**config.mk**
```make
export PLATFORM = sky130hd
export DESIGN_NAME = adc_sar_sequencer
export DESIGN_NICKNAME = d
export VERILOG_FILES = /design/src/rtl/adc_sar_pkg.sv /design/src/rtl/adc_sar_bit_engine.sv /design/src/rtl/adc_sar_sequencer.sv
export SDC_FILE = /design/constraint.sdc
export NUM_CORES = 1
export LEC_CHECK = 0
export ABC_AREA = 0
export CAP_MARGIN = 20
export CORE_ASPECT_RATIO = 0.7
export CORE_MARGIN = 5
export CORE_UTILIZATION = 52
export CTS_CLUSTER_SIZE = 24
export DETAILED_ROUTE_END_ITERATION = 10
export PLACE_DENSITY = 0.77
export SLEW_MARGIN = 30
export SYNTH_ARGS = -nofsm -noshare
export SYNTH_HDL_FRONTEND = slang
export SYNTH_SLANG_ARGS = --single-unit
export TNS_END_PERCENT = 50
```
**constraint.sdc**
```tcl
create_clock -name clk_dig_in -period 2.25 [get_ports clk_dig_in]
set_input_delay 0.3375 -clock clk_dig_in [delete_from_list [all_inputs] [get_ports clk_dig_in]]
set_output_delay 0.3375 -clock clk_dig_in [all_outputs]
set_load 0.02 [all_outputs]
```
**src/rtl/adc_sar_pkg.sv**
```systemverilog
// Shared state encoding, width helper and channel-scan search for the SAR
// ADC sequencer.
package adc_sar_pkg;

   typedef enum logic [2:0] {
      ST_IDLE,
      ST_SAMPLE,
      ST_CONVERT,
      ST_ACCUM,
      ST_OUTPUT
   } state_t;

   typedef struct packed {
      logic       found;
      logic [3:0] idx;
   } ch_pick_t;

   // Accumulator width: one converted code times at most 2^max_avg_log2 samples.
   function automatic int unsigned acc_w(input int unsigned resolution,
                                         input int unsigned max_avg_log2);
      return resolution + max_avg_log2;
   endfunction

   // Lowest set bit strictly above cur; when none exists and wrap is set,
   // the lowest set bit overall.
   function automatic ch_pick_t next_channel(input logic [15:0] mask,
                                             input logic [3:0]  cur,
                                             input logic        wrap);
      ch_pick_t    pick;
      int unsigned cur_i;
      pick  = '0;
      cur_i = 32'(cur);
      for (int unsigned i = 0; i < 16; i++) begin
         if (!pick.found && mask[i[3:0]] && (i > cur_i)) begin
            pick.found = 1'b1;
            pick.idx   = i[3:0];
         end
      end
      if (!pick.found && wrap) begin
         for (int unsigned i = 0; i < 16; i++) begin
            if (!pick.found && mask[i[3:0]]) begin
               pick.found = 1'b1;
               pick.idx   = i[3:0];
            end
         end
      end
      return pick;
   endfunction

   // Nothing lies above index 15, so the search falls through to the wrap.
   function automatic ch_pick_t lowest_channel(input logic [15:0] mask);
      return next_channel(mask, 4'hF, 1'b1);
   endfunction

endpackage

```
**src/rtl/adc_sar_bit_engine.sv**
```systemverilog
// Successive-approximation register: walks a one-hot trial bit from MSB to LSB,
// keeping each bit the comparator accepts.
module adc_sar_bit_engine #(
   parameter int unsigned RESOLUTION = 12
) (
   input  logic                  clk_dig_in,
   input  logic                  rst,
   input  logic                  load,
   input  logic                  step,
   input  logic                  comparator,
   output logic [RESOLUTION-1:0] trial_code,
   output logic [RESOLUTION-1:0] final_code,
   output logic                  done
);

   logic [RESOLUTION-1:0] code_q;
   logic [RESOLUTION-1:0] bit_q;

   always_ff @(posedge clk_dig_in or posedge rst) begin
      if (rst) begin
         code_q <= '0;
         bit_q  <= '0;
      end else if (load) begin
         code_q <= '0;
         bit_q  <= {1'b1, {(RESOLUTION-1){1'b0}}};
      end else if (step) begin
         if (comparator) begin
            code_q <= code_q | bit_q;
         end
         bit_q <= bit_q >> 1;
      end
   end

   assign trial_code = code_q | bit_q;
   assign final_code = code_q;
   assign done       = bit_q[0];

endmodule

```
**src/rtl/adc_sar_sequencer.sv**
```systemverilog
// Multi-channel SAR conversion sequencer: round-robin over a channel mask,
// averaging 2^k conversions per channel into one result strobe.
module adc_sar_sequencer
   import adc_sar_pkg::*;
#(
   parameter int unsigned RESOLUTION    = 12,
   parameter int unsigned NUM_CH        = 4,
   parameter int unsigned SAMPLE_CYCLES = 2,
   parameter int unsigned MAX_AVG_LOG2  = 4
) (
   input  logic                                          clk_dig_in,
   input  logic                                          rst,
   input  logic                                          start_in,
   input  logic                                          abort_in,
   input  logic                                          continuous_in,
   input  logic [NUM_CH-1:0]                             channel_mask_in,
   input  logic [$clog2(MAX_AVG_LOG2+1)-1:0]             avg_log2_in,
   input  logic                                          comparator_in,
   output logic                                          sample_out,
   output logic                                          comp_strobe_out,
   output logic [RESOLUTION-1:0]                         dac_code_out,
   output logic [((NUM_CH > 1) ? $clog2(NUM_CH) : 1)-1:0] channel_sel_out,
   output logic [RESOLUTION-1:0]                         result_out,
   output logic [((NUM_CH > 1) ? $clog2(NUM_CH) : 1)-1:0] result_channel_out,
   output logic                                          result_valid_out,
   output logic                                          busy_out
);

   localparam int unsigned CH_W  = (NUM_CH > 1) ? $clog2(NUM_CH) : 1;
   localparam int unsigned KW    = $clog2(MAX_AVG_LOG2+1);
   localparam int unsigned ACC_W = acc_w(RESOLUTION, MAX_AVG_LOG2);
   localparam int unsigned CNT_W = MAX_AVG_LOG2 + 1;
   localparam int unsigned SC_W  = (SAMPLE_CYCLES > 1) ? $clog2(SAMPLE_CYCLES) : 1;

   state_t                state_q, state_d;
   logic [NUM_CH-1:0]     mask_q;
   logic                  cont_q;
   logic [KW-1:0]         k_q, k_clamped;
   logic [CH_W-1:0]       ch_q, ch_d;
   logic [SC_W-1:0]       samp_cnt_q;
   logic [CNT_W-1:0]      avg_cnt_q;
   logic [ACC_W-1:0]      acc_q, acc_sum;
   logic [RESOLUTION-1:0] result_q;
   logic [CH_W-1:0]       result_ch_q;
   logic                  load_cfg, acc_add, avg_last, out_clear;
   logic                  eng_load, eng_step, eng_done;
   logic [RESOLUTION-1:0] eng_trial, eng_final;
   ch_pick_t              start_pick, next_pick;

   adc_sar_bit_engine #(.RESOLUTION(RESOLUTION)) u_bit_engine (
      .clk_dig_in (clk_dig_in),
      .rst        (rst),
      .load       (eng_load),
      .step       (eng_step),
      .comparator (comparator_in),
      .trial_code (eng_trial),
      .final_code (eng_final),
      .done       (eng_done)
   );

   assign k_clamped  = (avg_log2_in > KW'(MAX_AVG_LOG2)) ? KW'(MAX_AVG_LOG2) : avg_log2_in;
   assign acc_sum    = acc_q + ACC_W'(eng_final);
   assign avg_last   = (avg_cnt_q + CNT_W'(1)) == (CNT_W'(1) << k_q);
   assign start_pick = lowest_channel(16'(channel_mask_in));
   assign next_pick  = next_channel(16'(mask_q), 4'(ch_q), cont_q);

   always_ff @(posedge clk_dig_in or posedge rst) begin
      if (rst) begin
         state_q <= ST_IDLE;
      end else begin
         state_q <= state_d;
      end
   end

   always_comb begin
      state_d          = state_q;
      ch_d             = ch_q;
      load_cfg         = 1'b0;
      eng_load         = 1'b0;
      eng_step         = 1'b0;
      acc_add          = 1'b0;
      out_clear        = 1'b0;
      sample_out       = 1'b0;
      comp_strobe_out  = 1'b0;
      result_valid_out = 1'b0;
      case (state_q)
         ST_IDLE: begin
            if (start_in && (channel_mask_in != '0)) begin
               load_cfg = 1'b1;
               ch_d     = CH_W'(start_pick.idx);
               state_d  = ST_SAMPLE;
            end
         end
         ST_SAMPLE: begin
            sample_out = 1'b1;
            eng_load   = 1'b1;
            if (samp_cnt_q == SC_W'(SAMPLE_CYCLES-1)) begin
               state_d = ST_CONVERT;
            end
         end
         ST_CONVERT: begin
            comp_strobe_out = 1'b1;
            eng_step        = 1'b1;
            if (eng_done) begin
               state_d = ST_ACCUM;
            end
         end
         ST_ACCUM: begin
            acc_add = 1'b1;
            state_d = avg_last ? ST_OUTPUT : ST_SAMPLE;
         end
         ST_OUTPUT: begin
            result_valid_out = 1'b1;
            out_clear        = 1'b1;
            if (next_pick.found) begin
               ch_d    = CH_W'(next_pick.idx);
               state_d = ST_SAMPLE;
            end else begin
               state_d = ST_IDLE;
            end
         end
         default: state_d = ST_IDLE;
      endcase
      // Abort overrides everything except the OUTPUT strobe already on the wire.
      if (abort_in) begin
         state_d  = ST_IDLE;
         ch_d     = ch_q;
         load_cfg = 1'b0;
         acc_add  = 1'b0;
      end
   end

   always_ff @(posedge clk_dig_in or posedge rst) begin
      if (rst) begin
         mask_q      <= '0;
         cont_q      <= 1'b0;
         k_q         <= '0;
         ch_q        <= '0;
         samp_cnt_q  <= '0;
         avg_cnt_q   <= '0;
         acc_q       <= '0;
         result_q    <= '0;
         result_ch_q <= '0;
      end else begin
         if (load_cfg) begin
            mask_q <= channel_mask_in;
            cont_q <= continuous_in;
            k_q    <= k_clamped;
         end
         ch_q <= ch_d;
         if ((state_q == ST_SAMPLE) && (state_d == ST_SAMPLE)) begin
            samp_cnt_q <= samp_cnt_q + SC_W'(1);
         end else begin
            samp_cnt_q <= '0;
         end
         // The result register is loaded on the final ACCUM so OUTPUT can present it directly.
         if (abort_in || out_clear) begin
            acc_q     <= '0;
            avg_cnt_q <= '0;
         end else if (acc_add) begin
            acc_q     <= acc_sum;
            avg_cnt_q <= avg_cnt_q + CNT_W'(1);
            if (avg_last) begin
               result_q    <= RESOLUTION'(acc_sum >> k_q);
               result_ch_q <= ch_q;
            end
         end
      end
   end

   assign dac_code_out       = (state_q == ST_CONVERT) ? eng_trial : '0;
   assign channel_sel_out    = ch_q;
   assign result_out         = result_q;
   assign result_channel_out = result_ch_q;
   assign busy_out           = (state_q != ST_IDLE);

endmodule

```
==> results.py <==
metrics = {
    "timing": {
        "maxSlewViolCount": 0,
        "fin_skew_ns": 0.00927,
        "fin_ws_ns": -0.316,
        "max_slew_margin": 0.647,
        "fin_crit_ns": 2.57,
        "hold_viol": 0,
        "rsz0062_at_grt": "yes",
        "clock.fmax_mhz": 390,
        "setup_viol": 15,
        "worstMarginPinSlew_ns": 0.525,
        "tns_ns": -3.37,
        "period_share": 1.14,
    },
    "synth": {
        "synth.top_cell.area_share": 0.396,
        "yosys-top-cells-area": "dfrtp_1 40%, nor2_1 6.6%, a22o_1 3.8%",
        "yosysUniqueCellTypes": 70,
        "ys_warn_count": 0,
        "async_flop_share": 1.00,
        "synth_ff_type": "dfrtp_1",
        "synth-edff-count": 0,
        "yosys.area.top_type": "dfrtp_1",
        "synth-seq-cells": 73,
        "syn-num-nets": 549,
        "postSynthAreaPerCell_sq_um": 8.83,
        "yosysSeqAreaShare": 0.396,
        "syn_area_sq_mm": 0.00461,
        "syn_inst": 522,
    },
    "clock_network": {
        "root_buffer": "clkbuf_16",
        "ctsLongestPathBuffers": 2,
        "cts.htree.levels": 3,
        "cts_tree": "done",
        "clkLatencyLatePin_ns": 0.34,
        "clkTransAtPathRegs_ns": 0.06,
        "hold_buffers": 0,
        "cts_buffers": 9,
        "cts_sinks": 73,
    },
    "detailed_routing": {
        "vias": 4708,
        "antenna_left": 0,
        "drtPass1Iterations": 5,
        "routedWlPerCell_um": 19.1,
        "drtIter0Drc": 675,
        "remaining_drc_errors": 0,
        "routed_via_density": 6.11,
        "routed_wl_mm": 14.7,
    },
    "finish": {
        "final_common_cell": "buf_4",
        "drive_gt1_frac": 0.288,
        "fillers": 616,
        "final_area_sq_mm": 0.00653,
        "syn2layout_area_growth_pct": 41.6,
        "nets": 672,
        "utilization": 0.763,
        "mostFrequentLayoutCells": "96 x buf_4, 80 x nor2_1, 73 x dfrtp_1",
        "diodes": 0,
    },
    "pwr": {
        "peakVddDrop_mv": 0.402,
        "power.density_mw_per_mm2": 576,
        "p_leak_nw": 2.99,
    },
    "die": {
        "fp.dieW_um": 123,
        "rows": 28,
        "die-area_sq_mm": 0.0109,
        "core_sq_mm": 0.00855,
        "start_util": 0.539,
        "die_y_um": 88.8,
        "top_level_ports": 45,
    },
    "grt": {
        "grt_max_degree": 54,
        "grt_usage": 0.278,
        "gr-total-overflow": 0,
        "grt_pass1_vias": 4597,
        "antenna_found_initial": 0,
        "grt_pass1_wl_mm": 23.4,
    },
    "job": {
        "max-cap-violations": 0,
    },
    "hold_path": {
        "hp-class": "input port to async pin",
    },
    "setup_path": {
        "cp.depth": 10,
        "r2r_end": "result_out[4]",
        "slowest_stage": "a2111o_1",
        "cp.required_ns": 2.51,
        "cp.arrival_ns": 2.83,
        "r2r_start": "u_bit_engine.final_code[0]",
        "critPathMaxFanout": 4,
        "crit_end": "result_out[4]",
        "cp_top_family": "compound AO/OA/AOI/OAI gates",
        "r2r_cells": 10,
        "path_common_cell": "buf_4",
        "crit_start": "u_bit_engine.final_code[0]",
        "critPathKind": "register to register",
        "cp_cell_sequence": "ha_4, buf_4, a211oi_4, o211ai_2, a2111o_1, a21o_1, buf_4, a21oi_4, o31ai_4, a21oi_1",
        "end_kind": "register",
        "r2r_slack_ns": -0.32,
        "start_kind": "register",
        "max_stage_delay_ns": 0.49,
        "crit_buf_inv": 2,
    },
    "placed_design": {
        "placed_area_sq_mm": 0.00575,
        "gp_congestion": 0.950,
        "port_buffers": 44,
        "hpwl_mm": 9.78,
    },
    "status": {
        "violations": "negative setup slack",
        "outcome": "finished with violations",
    },
}
[synth_stat cells (6+ instances only)]
library cell and number:
clkbuf_1 22, dfrtp_1 73, mux2_2 7, a22o_1 20, a31oi_1 6, a21o_1 9, and2_1 7, nand2b_1 12
inv_1 20, o21ai_0 31, xnor2_1 6, a211oi_1 7, nand2_1 45, nand3_1 15, mux2i_1 6, ha_1 13
a21oi_1 32, buf_2 6, nor2_1 81
[final cells by class]
type                       count  area [sq um]  area share
multi-input combinational    398          2980       0.456
clock inverter                 3          46.3     0.00709
inverter                      21          78.8      0.0121
sequential                    73          1830       0.280
timing repair buffer         142          1180       0.180
tap                          120           150      0.0230
clock buffer                  13           270      0.0414
[power breakdown]
part | switching, mW | internal, mW
clock network | 0.573 | 0.954
logic | 0.444 | 0.313
registers | 0.0927 | 1.38
total | 1.11 | 2.65
[metrics by stage]
step	total power [mW]	instances	hold slack (ns)	worst slack (ns)
after detailed placement	2.19	737	0.452	-0.422
after global routing	3.91	770	0.426	-0.383
final	3.76	770	0.392	-0.316
after CTS	3.73	765	0.397	-0.268
after global placement	2.18	737	0.455	-0.355
after floorplan	1.90	522	0.404	-0.116
[metal layers]
metal / global-route usage / share of wire
met1: 0.378 / 0.44
met2: 0.448 / 0.46
met3: 0.0677 / 0.088
met4: 0.0783 / 0.014
met5: 0 / 0
[what timing repair did]
item                                    in CTS  in global routing
buffers inserted                            12                  5
pin swaps                                   13                 13
endpoints found under the setup margin      29                 19
gates resized for setup                     48                 26
[worst reg2reg max path, stage by stage, from the launching register on]
cell      delay, ns
dfrtp_1        0.41
ha_4           0.18
buf_4          0.14
a211oi_4       0.28
o211ai_2       0.18
a2111o_1       0.49
a21o_1         0.23
buf_4          0.16
a21oi_4        0.16
o31ai_4        0.10
a21oi_1        0.16
[worst min path at each step]
stage | endpoint | cells past startpoint
after floorplan | state_q[0] | 1
after global placement | samp_cnt_q | 1
after detailed placement | samp_cnt_q | 1
after CTS | acc_q[14] | 3
after global routing | state_q[2] | 3
final | state_q[1] | 3
[sequential cells by signal, summed over array words and instances (netlist names)]
register and flops:
u_bit_engine.final_code 12, acc_q 16, state_q 3, avg_cnt_q 5, k_q 3, channel_sel_out 2, result_channel_out 2, samp_cnt_q 1
u_bit_engine.bit_q 12, cont_q 1, result_out 12, mask_q 4
[cell families after synthesis]
logic type	synth area share
compound gates	0.272
buf+inv	0.0434
simple gates	0.175
fa+ha+maj	0.0396
mux	0.0497
flops	0.396
xor+xnor	0.0244
Note: power is estimated with default switching activity, not from simulation.
